==> config.mk <==
export PLATFORM = sky130hd
export DESIGN_NAME = bram_block_ctrl
export DESIGN_NICKNAME = d
export VERILOG_FILES = /design/src/rtl/bram_block_ctrl.sv
export SDC_FILE = /design/constraint.sdc
export NUM_CORES = 1
export LEC_CHECK = 0
export ABC_CLOCK_PERIOD_IN_PS = 2100
export BUFFER_PORTS_ARGS = -buffer_cell sky130_fd_sc_hd__buf_2
export CAP_MARGIN = 20
export CORE_MARGIN = 4
export CORE_UTILIZATION = 50
export CTS_CLUSTER_SIZE = 30
export DETAILED_ROUTE_END_ITERATION = 6
export MAX_ROUTING_LAYER = met4
export PLACE_DENSITY = 0.88
export SLEW_MARGIN = 10
export SYNTH_ARGS = -nofsm -noshare
export SYNTH_HDL_FRONTEND = slang
export SYNTH_SLANG_ARGS = --single-unit
==> constraint.sdc <==
create_clock -name clock -period 2.1 [get_ports clock]
set_input_delay 0.315 -clock clock [delete_from_list [all_inputs] [get_ports clock]]
set_output_delay 0.315 -clock clock [all_outputs]
set_load 0.02 [all_outputs]
==> src/rtl/bram_block_ctrl.sv <==
// Request sequencer for a banked BRAM: serialises masked full-width writes into one bank
// write per cycle on a shared din bus and returns full-width reads with a fixed 2-cycle latency.
module bram_block_ctrl #(
    parameter int BRAM_ADDR_WIDTH = 10,
    parameter int BANK_DATA_WIDTH = 8,
    parameter int BANK_CNT        = 4,
    parameter int BRAM_DATA_WIDTH = BANK_DATA_WIDTH * BANK_CNT
) (
    input  logic                       clock,
    input  logic                       reset_n,
    input  logic                       wr_valid,
    output logic                       wr_ready,
    input  logic [BRAM_ADDR_WIDTH-1:0] wr_addr,
    input  logic [BRAM_DATA_WIDTH-1:0] wr_data,
    input  logic [BANK_CNT-1:0]        wr_mask,
    input  logic                       rd_valid,
    output logic                       rd_ready,
    input  logic [BRAM_ADDR_WIDTH-1:0] rd_addr,
    output logic                       rsp_valid,
    output logic [BRAM_DATA_WIDTH-1:0] rsp_data,
    output logic                       busy,
    output logic [BRAM_ADDR_WIDTH-1:0] bram_wr_addr,
    output logic [BANK_CNT-1:0]        bram_wr_en,
    output logic [BANK_DATA_WIDTH-1:0] bram_din,
    output logic [BRAM_ADDR_WIDTH-1:0] bram_rd_addr,
    input  logic [BRAM_DATA_WIDTH-1:0] bram_dout
);

    typedef enum logic {IDLE, WRITE} state_t;

    state_t                     state_q, state_d;
    logic [BRAM_ADDR_WIDTH-1:0] addr_q, addr_d;
    logic [BRAM_DATA_WIDTH-1:0] data_q, data_d;
    logic [BANK_CNT-1:0]        mask_q, mask_d;
    logic [BRAM_ADDR_WIDTH-1:0] bram_wr_addr_q, bram_wr_addr_d;
    logic [BANK_CNT-1:0]        bram_wr_en_q, bram_wr_en_d;
    logic [BANK_DATA_WIDTH-1:0] bram_din_q, bram_din_d;
    logic [BRAM_ADDR_WIDTH-1:0] bram_rd_addr_q, bram_rd_addr_d;
    logic                       rd_vld_p0_q, rd_vld_p1_q;
    logic                       rsp_valid_q;
    logic [BRAM_DATA_WIDTH-1:0] rsp_data_q, rsp_data_d;
    logic [BANK_CNT-1:0]        issue;
    logic                       rd_fire;

    function automatic logic [BANK_CNT-1:0] lowest_bit(input logic [BANK_CNT-1:0] m);
        return m & (~m + {{(BANK_CNT-1){1'b0}}, 1'b1});
    endfunction

    function automatic logic [BANK_DATA_WIDTH-1:0] bank_slice(
        input logic [BRAM_DATA_WIDTH-1:0] d,
        input logic [BANK_CNT-1:0]        onehot
    );
        logic [BANK_DATA_WIDTH-1:0] s;
        s = '0;
        for (int i = 0; i < BANK_CNT; i++) begin
            if (onehot[i]) s = d[i*BANK_DATA_WIDTH +: BANK_DATA_WIDTH];
        end
        return s;
    endfunction

    assign wr_ready = (state_q == IDLE);
    assign busy     = (state_q == WRITE);
    // A read may only be held off by a write that is still landing at the same word.
    assign rd_ready = !(busy && (rd_addr == addr_q));
    assign rd_fire  = rd_valid && rd_ready;

    // The first bank write is issued straight from the request so it lands the cycle after accept.
    always_comb begin
        state_d        = state_q;
        addr_d         = addr_q;
        data_d         = data_q;
        mask_d         = mask_q;
        bram_wr_en_d   = '0;
        bram_din_d     = bram_din_q;
        bram_wr_addr_d = bram_wr_addr_q;
        issue          = '0;
        case (state_q)
            IDLE: begin
                if (wr_valid) begin
                    issue  = lowest_bit(wr_mask);
                    addr_d = wr_addr;
                    data_d = wr_data;
                    mask_d = wr_mask & ~issue;
                    if (wr_mask != '0) begin
                        state_d        = WRITE;
                        bram_wr_en_d   = issue;
                        bram_din_d     = bank_slice(wr_data, issue);
                        bram_wr_addr_d = wr_addr;
                    end
                end
            end
            WRITE: begin
                issue = lowest_bit(mask_q);
                if (mask_q == '0) begin
                    state_d = IDLE;
                end else begin
                    bram_wr_en_d = issue;
                    bram_din_d   = bank_slice(data_q, issue);
                    mask_d       = mask_q & ~issue;
                end
            end
            default: state_d = IDLE;
        endcase
    end

    always_comb begin
        bram_rd_addr_d = rd_fire ? rd_addr : bram_rd_addr_q;
        rsp_data_d     = rd_vld_p1_q ? bram_dout : rsp_data_q;
    end

    always_ff @(posedge clock or negedge reset_n) begin
        if (!reset_n) begin
            state_q        <= IDLE;
            addr_q         <= '0;
            data_q         <= '0;
            mask_q         <= '0;
            bram_wr_addr_q <= '0;
            bram_wr_en_q   <= '0;
            bram_din_q     <= '0;
            bram_rd_addr_q <= '0;
            rd_vld_p0_q    <= 1'b0;
            rd_vld_p1_q    <= 1'b0;
            rsp_valid_q    <= 1'b0;
            rsp_data_q     <= '0;
        end else begin
            state_q        <= state_d;
            addr_q         <= addr_d;
            data_q         <= data_d;
            mask_q         <= mask_d;
            bram_wr_addr_q <= bram_wr_addr_d;
            bram_wr_en_q   <= bram_wr_en_d;
            bram_din_q     <= bram_din_d;
            // p0: address presented to the block
            bram_rd_addr_q <= bram_rd_addr_d;
            rd_vld_p0_q    <= rd_fire;
            // p1: block dout valid
            rd_vld_p1_q    <= rd_vld_p0_q;
            // p2: response registered
            rsp_valid_q    <= rd_vld_p1_q;
            rsp_data_q     <= rsp_data_d;
        end
    end

    assign bram_wr_addr = bram_wr_addr_q;
    assign bram_wr_en   = bram_wr_en_q;
    assign bram_din     = bram_din_q;
    assign bram_rd_addr = bram_rd_addr_q;
    assign rsp_valid    = rsp_valid_q;
    assign rsp_data     = rsp_data_q;

endmodule

# Word-level counts from Yosys, hierarchy flattened
# Index checks and enable logic that the tools add are counted.
# op_classes
n_addsub	2
n_eq_ne	4
mux	23
n_bitwise	9
n_reduce_logical	9
# op_table
cell	count
$mux W8	11
$mux W4	5
$and A4 B4 Y4	4
$not A4 Y4	4
$pmux W4 S2	2
$pmux W8 S2	1
$eq A10 B10 Y1	1
$add A4 B1 Y4 const B	2
$reduce_and A3 Y1	2
$logic_not A4 Y1	1
$ne A2 B2 Y1 const B	2
$reduce_and A2 Y1	2
$reduce_bool A4 Y1	1
$mux W1	3
$logic_and A1 B1 Y1	2
$ne A2 B1 Y1 const B	1
$pmux W1 S2	1
$logic_not A1 Y1	1
$not A1 Y1	1
# word_totals
regBits	114
inputBits	92
output_inout_bits	68
elab_cells	59

# Logic depth before layout (Yosys ltp)
# Gate-level depths: netlist (run 1).
# depth
ltp_word	10
mapped_depth	6
ltp_nobuf	4

# Least setup slack after synthesis (run 1)
# No wires, ideal clock.
# synth_timing
path_kind	register to register
startpoint	register state_q, in the netlist busy
endpoint	register bram_rd_addr_q[0], in the netlist bram_rd_addr[0]
setup_time_ps	125
arrival_ps	1508
required_ps	1975
slack_ps	467
stages_incl_launch_ff	5
synth_period_minus_slack_ps	1633
path_cell_list	dfrtp_1 -> nand4_1 -> o31ai_1 -> buf_4 -> mux2_2
# synth_via
elab_chain_len	3
# synth_rtl
item	line_no	rtl
start, declared	31	state_t state_q, state_d;
start signal, assigned	126	state_q <= state_d;
$logic_and A1 B1 Y1	64	assign rd_ready = !(busy && (rd_addr == addr_q));
$logic_not A1 Y1	64	
$logic_and A1 B1 Y1	65	assign rd_fire = rd_valid && rd_ready;
end signal, assigned	134	bram_rd_addr_q <= bram_rd_addr_d;
end, declared	38	logic [BRAM_ADDR_WIDTH-1:0] bram_rd_addr_q, bram_rd_addr_d;
# No other way between the ends.
# A chain may end at the register's enable or synchronous reset.

# Worst setup path after layout (run 1)
# layout_timing
startpoint	register addr_q[0]
endpoint	output rd_ready
# layout_via
elab_chain_len	3
# layout_rtl
item	line_no	rtl
start, declared	32	logic [BRAM_ADDR_WIDTH-1:0] addr_q, addr_d;
start signal, assigned	127	addr_q <= addr_d;
$eq A10 B10 Y1	64	
$logic_and A1 B1 Y1	64	
$logic_not A1 Y1	64	
end, declared	17	output logic rd_ready,
# No other way between the ends.

==> impl_metrics.tcl, run 1 <==
set metrics [dict create \
    pwr_density_cell_nw_per_um2 1160 \
    avgSynthCellArea_um2 11.5 \
    grt_setup_unrepaired "false" \
    startpoint "addr_q[0]" \
    rr_worst_depth 5 \
    ys.flop_type "dfrtp_1" \
    core-area_um2 8680 \
    slew_headroom_pct 53.7 \
    ir_drop_uv 642 \
    drt_iter0_drc 153 \
    cp_top_family "simple AND/OR/NAND/NOR gates" \
    avgRoutedWirePerCell_um 16.8 \
    ys_types 33 \
    dr.pass1.iters 5 \
    clock_latency_ns 0.35 \
    slew_viol_final 0 \
    post_cts_buffers 0 \
    busiest_layer "met2" \
    r2r_start "busy" \
    numCtsBuffers 9 \
    cp_slowest_stage_delay_ns 0.41 \
    synthCells 386 \
    critPathCaptureType "primary output" \
    vias_per_cell 5.43 \
    ios 160 \
    min_path_type "in -> reg" \
    cp_num_buf_inv 1 \
    pwr-share-seq_pct 46.7 \
    fp.dieH_um 102 \
    cts_root_buffer "clkbuf_8" \
    final_cells 660 \
    cts_resized 0 \
    hold_viol_final 0 \
    clkPwrFrac_pct 17.0 \
    yosysSeqAreaShare_pct 59.1 \
    setup_tns_ns 0 \
    drc 0 \
    final_layout_size_suffix_gt1_share_pct 44.2 \
    leakage_uw 0.00273 \
    rrSetupSlack_ns 0.41 \
    vias 3587 \
    synthesis.nets 478 \
    clk_path_buf_depth 2 \
    hp-start "wr_addr[1]" \
    grtUsageMet2_pct 35.4 \
    ctsHoldBuffers 1 \
    place_congestion 0.921 \
    finalInstanceArea_um2 5570 \
    hold_end "addr_q[1]" \
    cp_cell_sequence "xnor2_1, nand4_1, or3_1, buf_2" \
    cts_max_level 3 \
    worst_clock_skew_ns 0.0173 \
    cts.sinks 105 \
    ys_ff_latch 105 \
    dp.cells 644 \
    start_kind "flop" \
    antenna_cells 0 \
    rows 34 \
    switchingPower_uw 2400 \
    cpMaxStageDelayCell "dfrtp_1" \
    path_max_fanout 2 \
    grt_pass1_wl_mm 17.6 \
    synth-edff-count 0 \
    holdPathStages 3 \
    p_comb_share_pct 36.3 \
    totalWireLength_mm 11.1 \
    rr_endpoint "bram_din[1]" \
    yosys_warnings 0 \
    cp.arrival_ns 1.64 \
    antenna_left 0 \
    initial_core_util_pct 51.3 \
    status "finished, final reports clean" \
    cell_internal_pwr_uw 4060 \
    clk_pin_slew_ns 0.10 \
    io_buffers 159 \
    antenna_found_initial 0 \
    crit_required_ns 1.78 \
    nNetsFinal 640 \
    dieWidth_um 102 \
    place_area_um2 5390 \
    grt_overflow 0 \
    async_reset_ff_share_pct 100 \
    cts_tree "done" \
    fin_crit_ns 1.95 \
    use_met1_pct 28.4 \
    fin_crit_sh_pct 93.1 \
    grt_max_degree 51 \
    dp_hpwl_mm 8.43 \
    worst_slew_pin_slew_ns 0.690 \
    met3_usage_pct 3.69 \
    drv_cap 0 \
    fin_util_pct 64.1 \
    grt_use_total_pct 22.2 \
    areaGrowthSynthToFinish_pct 25.1 \
    report.final.setup_viol 0 \
    swShare_pct 37.1 \
    fmax_mhz 512 \
    die-area_um2 10500 \
    grt_pass1_vias 3566 \
    synth_area_um2 4450 \
    path_class "reg -> out" \
]
[layer usage]
metal | share of wire (%) | vias to the layer above
li1 | - | 1663
met4 | 2.2 | 0
met2 | 49 | 170
met3 | 7.8 | 22
met5 | 0 | -
met1 | 41 | 1732
[synthesized netlist by cell type, types with 4 or more instances]
library cell,count,share of area (%)
dfrtp_1,105,59
clkbuf_1,10,0.84
nor2_1,11,0.93
buf_1,7,0.59
xnor2_1,10,2.0
a31oi_1,8,1.1
a221o_1,16,3.6
nand2b_1,10,1.4
o211ai_1,8,1.4
nand3_1,4,0.45
nand2_1,105,8.9
o21ai_0,5,0.56
mux2_2,52,13
a32oi_1,8,1.6
[through the flow]
step	power (uW)	hold WS [ns]	setup WS, ns
after detailed placement	5410	0.345	0.305
after global placement	5280	0.333	0.379
after floorplan	4560	0.0194	0.467
final	6460	0.155	0.145
after global routing	6880	0.155	0.0573
after CTS	6510	0.150	0.131
[registers in the layout (all words and copies together) (netlist names), 3 cells and up]
register / cells
addr_q: 10
data_q: 24
bram_wr_addr: 10
bram_din: 8
mask_q: 3
bram_rd_addr: 10
bram_wr_en: 4
rsp_data: 32
[how the worst max path moves through the flow]
stage / endpoint / cells after the start
global route: rd_ready / 4
global placement: bram_wr_addr[5] / 4
detailed placement: bram_din[1] / 6
CTS: rd_ready / 4
finish: rd_ready / 4
floorplan: bram_rd_addr[0] / 4
[power groups by stage]
stage / clock network (uW) / registers [uW] / logic [uW]
floorplan: 0 / 3340 / 1220
global placement: 0 / 3020 / 2260
detailed placement: 0 / 3050 / 2350
CTS: 1130 / 3020 / 2360
global route: 1200 / 3100 / 2580
finish: 1100 / 3020 / 2350
[final cells by class]
cell class,count,area [um2]
Tap cell,108,135
Sequential cell,105,2630
Clock buffer,13,149
Timing Repair Buffer,174,926
Inverter,4,15.0
Fill cell,701,3110
Clock inverter,2,15.0
Multi-Input combinational cell,254,1700
[layout by cell type (no fill, tap or decap), types with 2 or more instances in the layout]
master and n:
a221o_1 16, a31oi_1 8, a32oi_1 8, buf_2 158
buf_4 14, clkbuf_1 3, clkbuf_8 10, clkinvlp_4 2
dfrtp_1 105, inv_1 3, mux2_2 52, nand2_1 105
nand2b_1 10, nand3_1 4, nand4_1 2, nor2_1 11
nor2b_1 2, o211ai_1 8, o21ai_0 5, xnor2_1 10
[tightest hold or removal path, cell delays in order]
cell     delay (ns)
buf_2          0.09
nand2_1        0.04
nand2_1        0.04
[logic make-up after synthesis]
family                 Yosys count  share of synthesized area, %
buffers and inverters           27                          2.78
AO/OA/AOI/OAI                   50                          9.25
flip-flops                     105                          59.1
XOR/XNOR                        10                          1.97
multiplexers                    52                          13.2
AND/OR/NAND/NOR                142                          13.8
No activity file was read; power rests on OpenSTA's default activity.
==> run 2: changes to the inputs <==
CORE_MARGIN = not set   (was 4)
==> run 2 against run 1 <==
  * Clock power grew 11%
  * Fmax grew 3.0%
  * Final cell count shrank 0.30%
  * Flip-flop and latch count is the same
  * Critical path depth is the same
  * Sequential share of layout area shrank 0.095 points
  * Register-to-register slack lost 0.10 ns
  * Critical endpoint unchanged
==> impl_metrics.tcl, run 2 (synthesis results as in run 1) <==
set metrics [dict create \
    status "finished, final reports clean" \
    critPathCaptureType "primary output" \
    dp.cells 641 \
    grt_overflow 0 \
    grt_setup_unrepaired "false" \
    slew_headroom_pct 55.2 \
    ir_drop_uv 572 \
    r2r_start "mask_q[1]" \
    start_kind "flop" \
    timing.hold.ws_ns 0.162 \
    hold_viol_final 0 \
    dieWidth_um 96.3 \
    grt_pass1_wl_mm 15.8 \
    min_path_type "in -> reg" \
    numCtsBuffers 9 \
    final_layout_size_suffix_gt1_share_pct 44.5 \
    clk_pin_slew_ns 0.10 \
    rr_worst_depth 4 \
    regArea_um2 2630 \
    cell_internal_pwr_uw 4110 \
    place_congestion 0.982 \
    clock_latency_ns 0.36 \
    setup_tns_ns 0 \
    ios 160 \
    slew_viol_final 0 \
    clk_path_buf_depth 2 \
    drv_cap 0 \
    cts_max_level 3 \
    antenna_found_initial 0 \
    areaGrowthSynthToFinish_pct 25.4 \
    antenna_left 0 \
    drc 0 \
    path_class "reg -> out" \
    startpoint "addr_q[6]" \
    cts_root_buffer "clkbuf_8" \
    cp.arrival_ns 1.58 \
    dr.pass1.iters 5 \
    cts.sinks 105 \
    nNetsFinal 637 \
    rrSetupSlack_ns 0.31 \
    avgRoutedWirePerCell_um 15.8 \
    core-area_um2 8680 \
    largest_reg_flops 32 \
    cts_resized 0 \
    fill_cells 703 \
    initial_core_util_pct 51.3 \
    cts_tree "done" \
    final_cells 658 \
    grt_pass1_vias 3229 \
    totalWireLength_mm 10.4 \
    grt_use_total_pct 23.6 \
    report.final.setup_viol 0 \
    fp.dieH_um 96.3 \
    switchingPower_uw 2440 \
    pwr_density_cell_nw_per_um2 1170 \
    path_max_fanout 2 \
    die-area_um2 9280 \
    worst_clock_skew_ns 0.0115 \
    rows 34 \
    endpoint "rd_ready" \
    p_comb_share_pct 35.2 \
    place_area_um2 5370 \
    vias_per_cell 5.42 \
    multi_input_area_um2 1700 \
    vias 3568 \
    swShare_pct 37.2 \
    post_cts_buffers 0 \
    finalInstanceArea_um2 5580 \
    drt_iter0_drc 162 \
    worst_slew_pin_slew_ns 0.670 \
    pwr-share-seq_pct 46.2 \
    fin_crit_ns 1.90 \
    antenna_cells 0 \
    io_buffers 159 \
    fmax_mhz 527 \
    rr_endpoint "bram_din[0]" \
    layout_commonest_cell "buf_2" \
    fin_crit_sh_pct 90.3 \
    dp_hpwl_mm 7.91 \
    grt_max_degree 62 \
    leakage_uw 0.00274 \
    mostFrequentLayoutCells "buf_2 (158), nand2_1 (105), dfrtp_1 (105)" \
    clkPwrFrac_pct 18.6 \
    crit_required_ns 1.78 \
]
==> run 2: repair_timing <==
item	CTS	global route
hold endpoints to repair	44	0
hold buffers	1	0
endpoints found under the setup margin	0	0
==> run 2: how the worst min path moves through the flow <==
| stage | start | end | slack (ns) | cells past startpoint |
|---|---|---|---|---|
| after floorplan | reset_n | addr_q[0] | 0.02 | 0 |
| after global placement | rd_vld_p0_q | rd_vld_p1_q | 0.33 | 0 |
| after detailed placement | rd_vld_p0_q | rd_vld_p1_q | 0.34 | 0 |
| after CTS | wr_data[11] | data_q[11] | 0.15 | 3 |
| after global routing | wr_addr[6] | addr_q[6] | 0.15 | 3 |
| final | wr_addr[6] | addr_q[6] | 0.16 | 3 |
==> run 2: area by class of cell <==
type / instances / area share (%)
tap: 108 / 2.42
clock buffer: 11 / 2.71
multi-input combinational: 254 / 30.5
inverter: 4 / 0.269
sequential: 105 / 47.1
clock inverter: 5 / 0.830
timing repair buffer: 171 / 16.2
==> run 2: through the flow <==
| step | worst slack [ns] | util, % | power [uW] |
|---|---|---|---|
| 2_1_floorplan | 0.467 | - | 4560 |
| 3_3_place_gp | 0.321 | 61.9 | 5270 |
| 3_5_place_dp | 0.280 | 61.9 | 5370 |
| 4_1_cts | 0.191 | 64.3 | 6590 |
| 5_1_grt | 0.104 | 64.3 | 6970 |
| 6_report | 0.203 | 64.3 | 6540 |
==> run 2: worst max-delay path: stages (launching register included) <==
cell and delay [ns]:
dfrtp_1 0.42, xnor2_1 0.17, nand3_1 0.11, or3_1 0.36, buf_2 0.17
==> run 2: power groups by stage <==
stage          Combinational, uW  Clock, uW  Sequential [uW]
3_3_place_gp                2240          0             3030
3_5_place_dp                2300          0             3070
6_report                    2300       1220             3020
5_1_grt                     2530       1340             3100
4_1_cts                     2310       1250             3020
2_1_floorplan               1220          0             3340
==> run 2: routing by layer <==
metal	global-route usage (%)	part of all wire (%)
met1	30.3	41
met2	36.1	48
met3	4.34	7.6
met4	11.9	3.2
met5	-	0
==> run 3: changes to the inputs <==
ABC_AREA = 1   (was not set)
==> run 3 against run 2 <==
  * Routed wire length rose by 1.4%
  * Largest cell class unchanged
  * Worst setup slack improved by 0.058 ns
  * Flip-flop and latch count did not move
  * Area after synthesis rose by 5.1%
  * Largest power group unchanged
  * Core utilization rose by 0.25 points
  * Synthesized cell count rose by 35%
  * Clock power fell by 6%
  * Sequential power barely moved
  * Power rose by 1.9%
  * Via count rose by 10%
  * Critical endpoint unchanged
  * Sequential share of layout area fell by 1.3 points
==> impl_metrics.tcl, run 3 <==
set metrics [dict create \
    fin_util_pct 64.5 \
    async_reset_ff_share_pct 100 \
    total_power_uw 6670 \
    report.final.setup_viol 0 \
    core-area_um2 8890 \
    rows 34 \
    synthCells 521 \
    rr_endpoint "bram_din[1]" \
    post_cts_buffers 0 \
    synth_top_area_share_pct 56.2 \
    path_max_fanout 2 \
    synthTopCellsByArea "dfrtp_1 (56%), nand2_1 (14%), mux2_2 (7.5%), nor2_1 (4.2%), inv_1 (2.8%)" \
    place_area_um2 5550 \
    synth_most_common_cell "nand2_1" \
    antenna_found_initial 0 \
    finalInstanceArea_um2 5740 \
    grt_max_degree 61 \
    holdPathStages 3 \
    ir_drop_uv 677 \
    drt_iter0_drc 186 \
    min_path_type "in -> reg" \
    numCtsBuffers 9 \
    yosys_warnings 0 \
    hp-start "wr_data[21]" \
    critPathCaptureType "primary output" \
    dr.pass1.iters 4 \
    grt_pass1_vias 3765 \
    mostFrequentLayoutCells "nand2_1 (177), buf_2 (158), dfrtp_1 (105)" \
    cp_cell_sequence "xnor2_1, nor3b_1, nand3_1, buf_2" \
    cts_resized 0 \
    synthesis.nets 613 \
    avgRoutedWirePerCell_um 13.4 \
    vias_per_cell 4.99 \
    layout_commonest_cell "nand2_1" \
    dp_hpwl_mm 7.95 \
    die-area_um2 9740 \
    cts.sinks 105 \
    io_buffers 159 \
    rr_worst_depth 7 \
    met3_usage_pct 5.39 \
    startpoint "addr_q[2]" \
    fin_crit_sh_pct 87.5 \
    slew_viol_final 0 \
    worst_slew_pin_slew_ns 0.602 \
    avgSynthCellArea_um2 8.97 \
    worst_clock_skew_ns 0.0111 \
    totalWireLength_mm 10.6 \
    ios 160 \
    ys_types 28 \
    cp_slowest_stage_delay_ns 0.42 \
    clk_pin_slew_ns 0.10 \
    hold_viol_final 0 \
    cts_tree "done" \
    yosysSeqAreaShare_pct 56.2 \
    clock_latency_ns 0.35 \
    place_congestion 0.877 \
    clk_path_buf_depth 2 \
    path_class "reg -> out" \
    synth-edff-count 0 \
    hold_end "data_q[21]" \
    slew_headroom_pct 59.8 \
    timing.hold.ws_ns 0.171 \
    grt_setup_unrepaired "false" \
    fmax_mhz 544 \
    busiest_layer "met2" \
    synth_area_um2 4670 \
    grt_use_total_pct 23.5 \
    start_kind "flop" \
    grtUsageMet2_pct 37.8 \
    yosysTopAreaCell "dfrtp_1" \
    rrSetupSlack_ns 0.40 \
    fin_crit_ns 1.84 \
    cts_root_buffer "clkbuf_8" \
    use_met1_pct 29.0 \
    ys_ff_latch 105 \
    vias 3934 \
    ctsHoldBuffers 1 \
    drv_cap 0 \
    antenna_left 0 \
    cts_max_level 3 \
    crit_required_ns 1.78 \
    leakage_uw 0.00309 \
    final_layout_size_suffix_gt1_share_pct 32.9 \
    grt_overflow 0 \
    drc 0 \
    areaGrowthSynthToFinish_pct 22.7 \
    ys.flop_type "dfrtp_1" \
    grt_pass1_wl_mm 17.4 \
    status "finished, final reports clean" \
    cpMaxStageDelayCell "dfrtp_1" \
    nNetsFinal 768 \
    r2r_start "busy" \
    antenna_cells 0 \
    setup_tns_ns 0 \
    dieWidth_um 98.7 \
    largest_reg_flops 32 \
    cp.arrival_ns 1.52 \
    fp.dieH_um 98.7 \
    pwr_density_cell_nw_per_um2 1160 \
    initial_core_util_pct 52.6 \
    ys_top_cells_by_count "nand2_1 (177), dfrtp_1 (105), nor2_1 (52)" \
]
[run 3: cell count changes in the layout (fill, tap and decap cells not counted), moves of 9 or more]
cell | before | now
mux2_2 | 52 | 31
nand2b_1 | 10 | 0
mux2_1 | 0 | 10
o21ai_0 | 5 | 26
nor2_1 | 11 | 51
a221o_1 | 16 | 0
inv_1 | 3 | 35
nand2_1 | 105 | 177
o21ai_1 | 0 | 20
nand3_1 | 4 | 20
xnor2_1 | 10 | 1
[run 3: cell families (layout without fill, tap and decap cells)]
group	count (synthesis)	after routing	share of synthesized area, %
simple gates	260	260	22.1
flops	105	105	56.2
buf+inv	62	222	5.73
compound gates	52	52	5.89
mux	41	41	9.88
xor+xnor	1	1	0.187
[run 3: cell type report]
class	instances	area [um2]
Clock buffer	11	151
Clock inverter	5	28.8
Fill cell	712	3150
Inverter	41	154
Multi-Input combinational cell	354	1780
Sequential cell	105	2630
Tap cell	108	135
Timing Repair Buffer	165	858
[run 3: power by group]
part           switching [uW]  internal [uW]  total (uW)  leakage (uW)
clock network             657            493        1150     0.0000993
registers                 369           2660        3030       0.00127
logic                    1600            883        2480       0.00172
[run 3: worst max path at each step]
stage and endpoint:
2_1_floorplan rd_ready, 3_3_place_gp bram_din[3], 3_5_place_dp bram_din[7], 4_1_cts rd_ready, 5_1_grt rd_ready, 6_report rd_ready
[run 3: worst max-delay path, delay by kind of cell, from the launching register on]
kind	cells	cell delay, ns
XOR/XNOR	1	0.21
buffers and inverters	1	0.18
flip-flops	1	0.42
AND/OR/NAND/NOR	2	0.37
[run 3: stage by stage]
step                      worst slack, ns  instances
after CTS                           0.264        789
after detailed placement            0.427        772
after global placement              0.497        772
final                               0.262        789
after global routing                0.110        789
after floorplan                     0.586        521
[run 3: metal layers]
layer	share of wire [%]	vias to the layer above
met2	47	174
met5	0	-
met1	45	1769
met3	6.3	29
li1	-	1962
met4	2.6	0
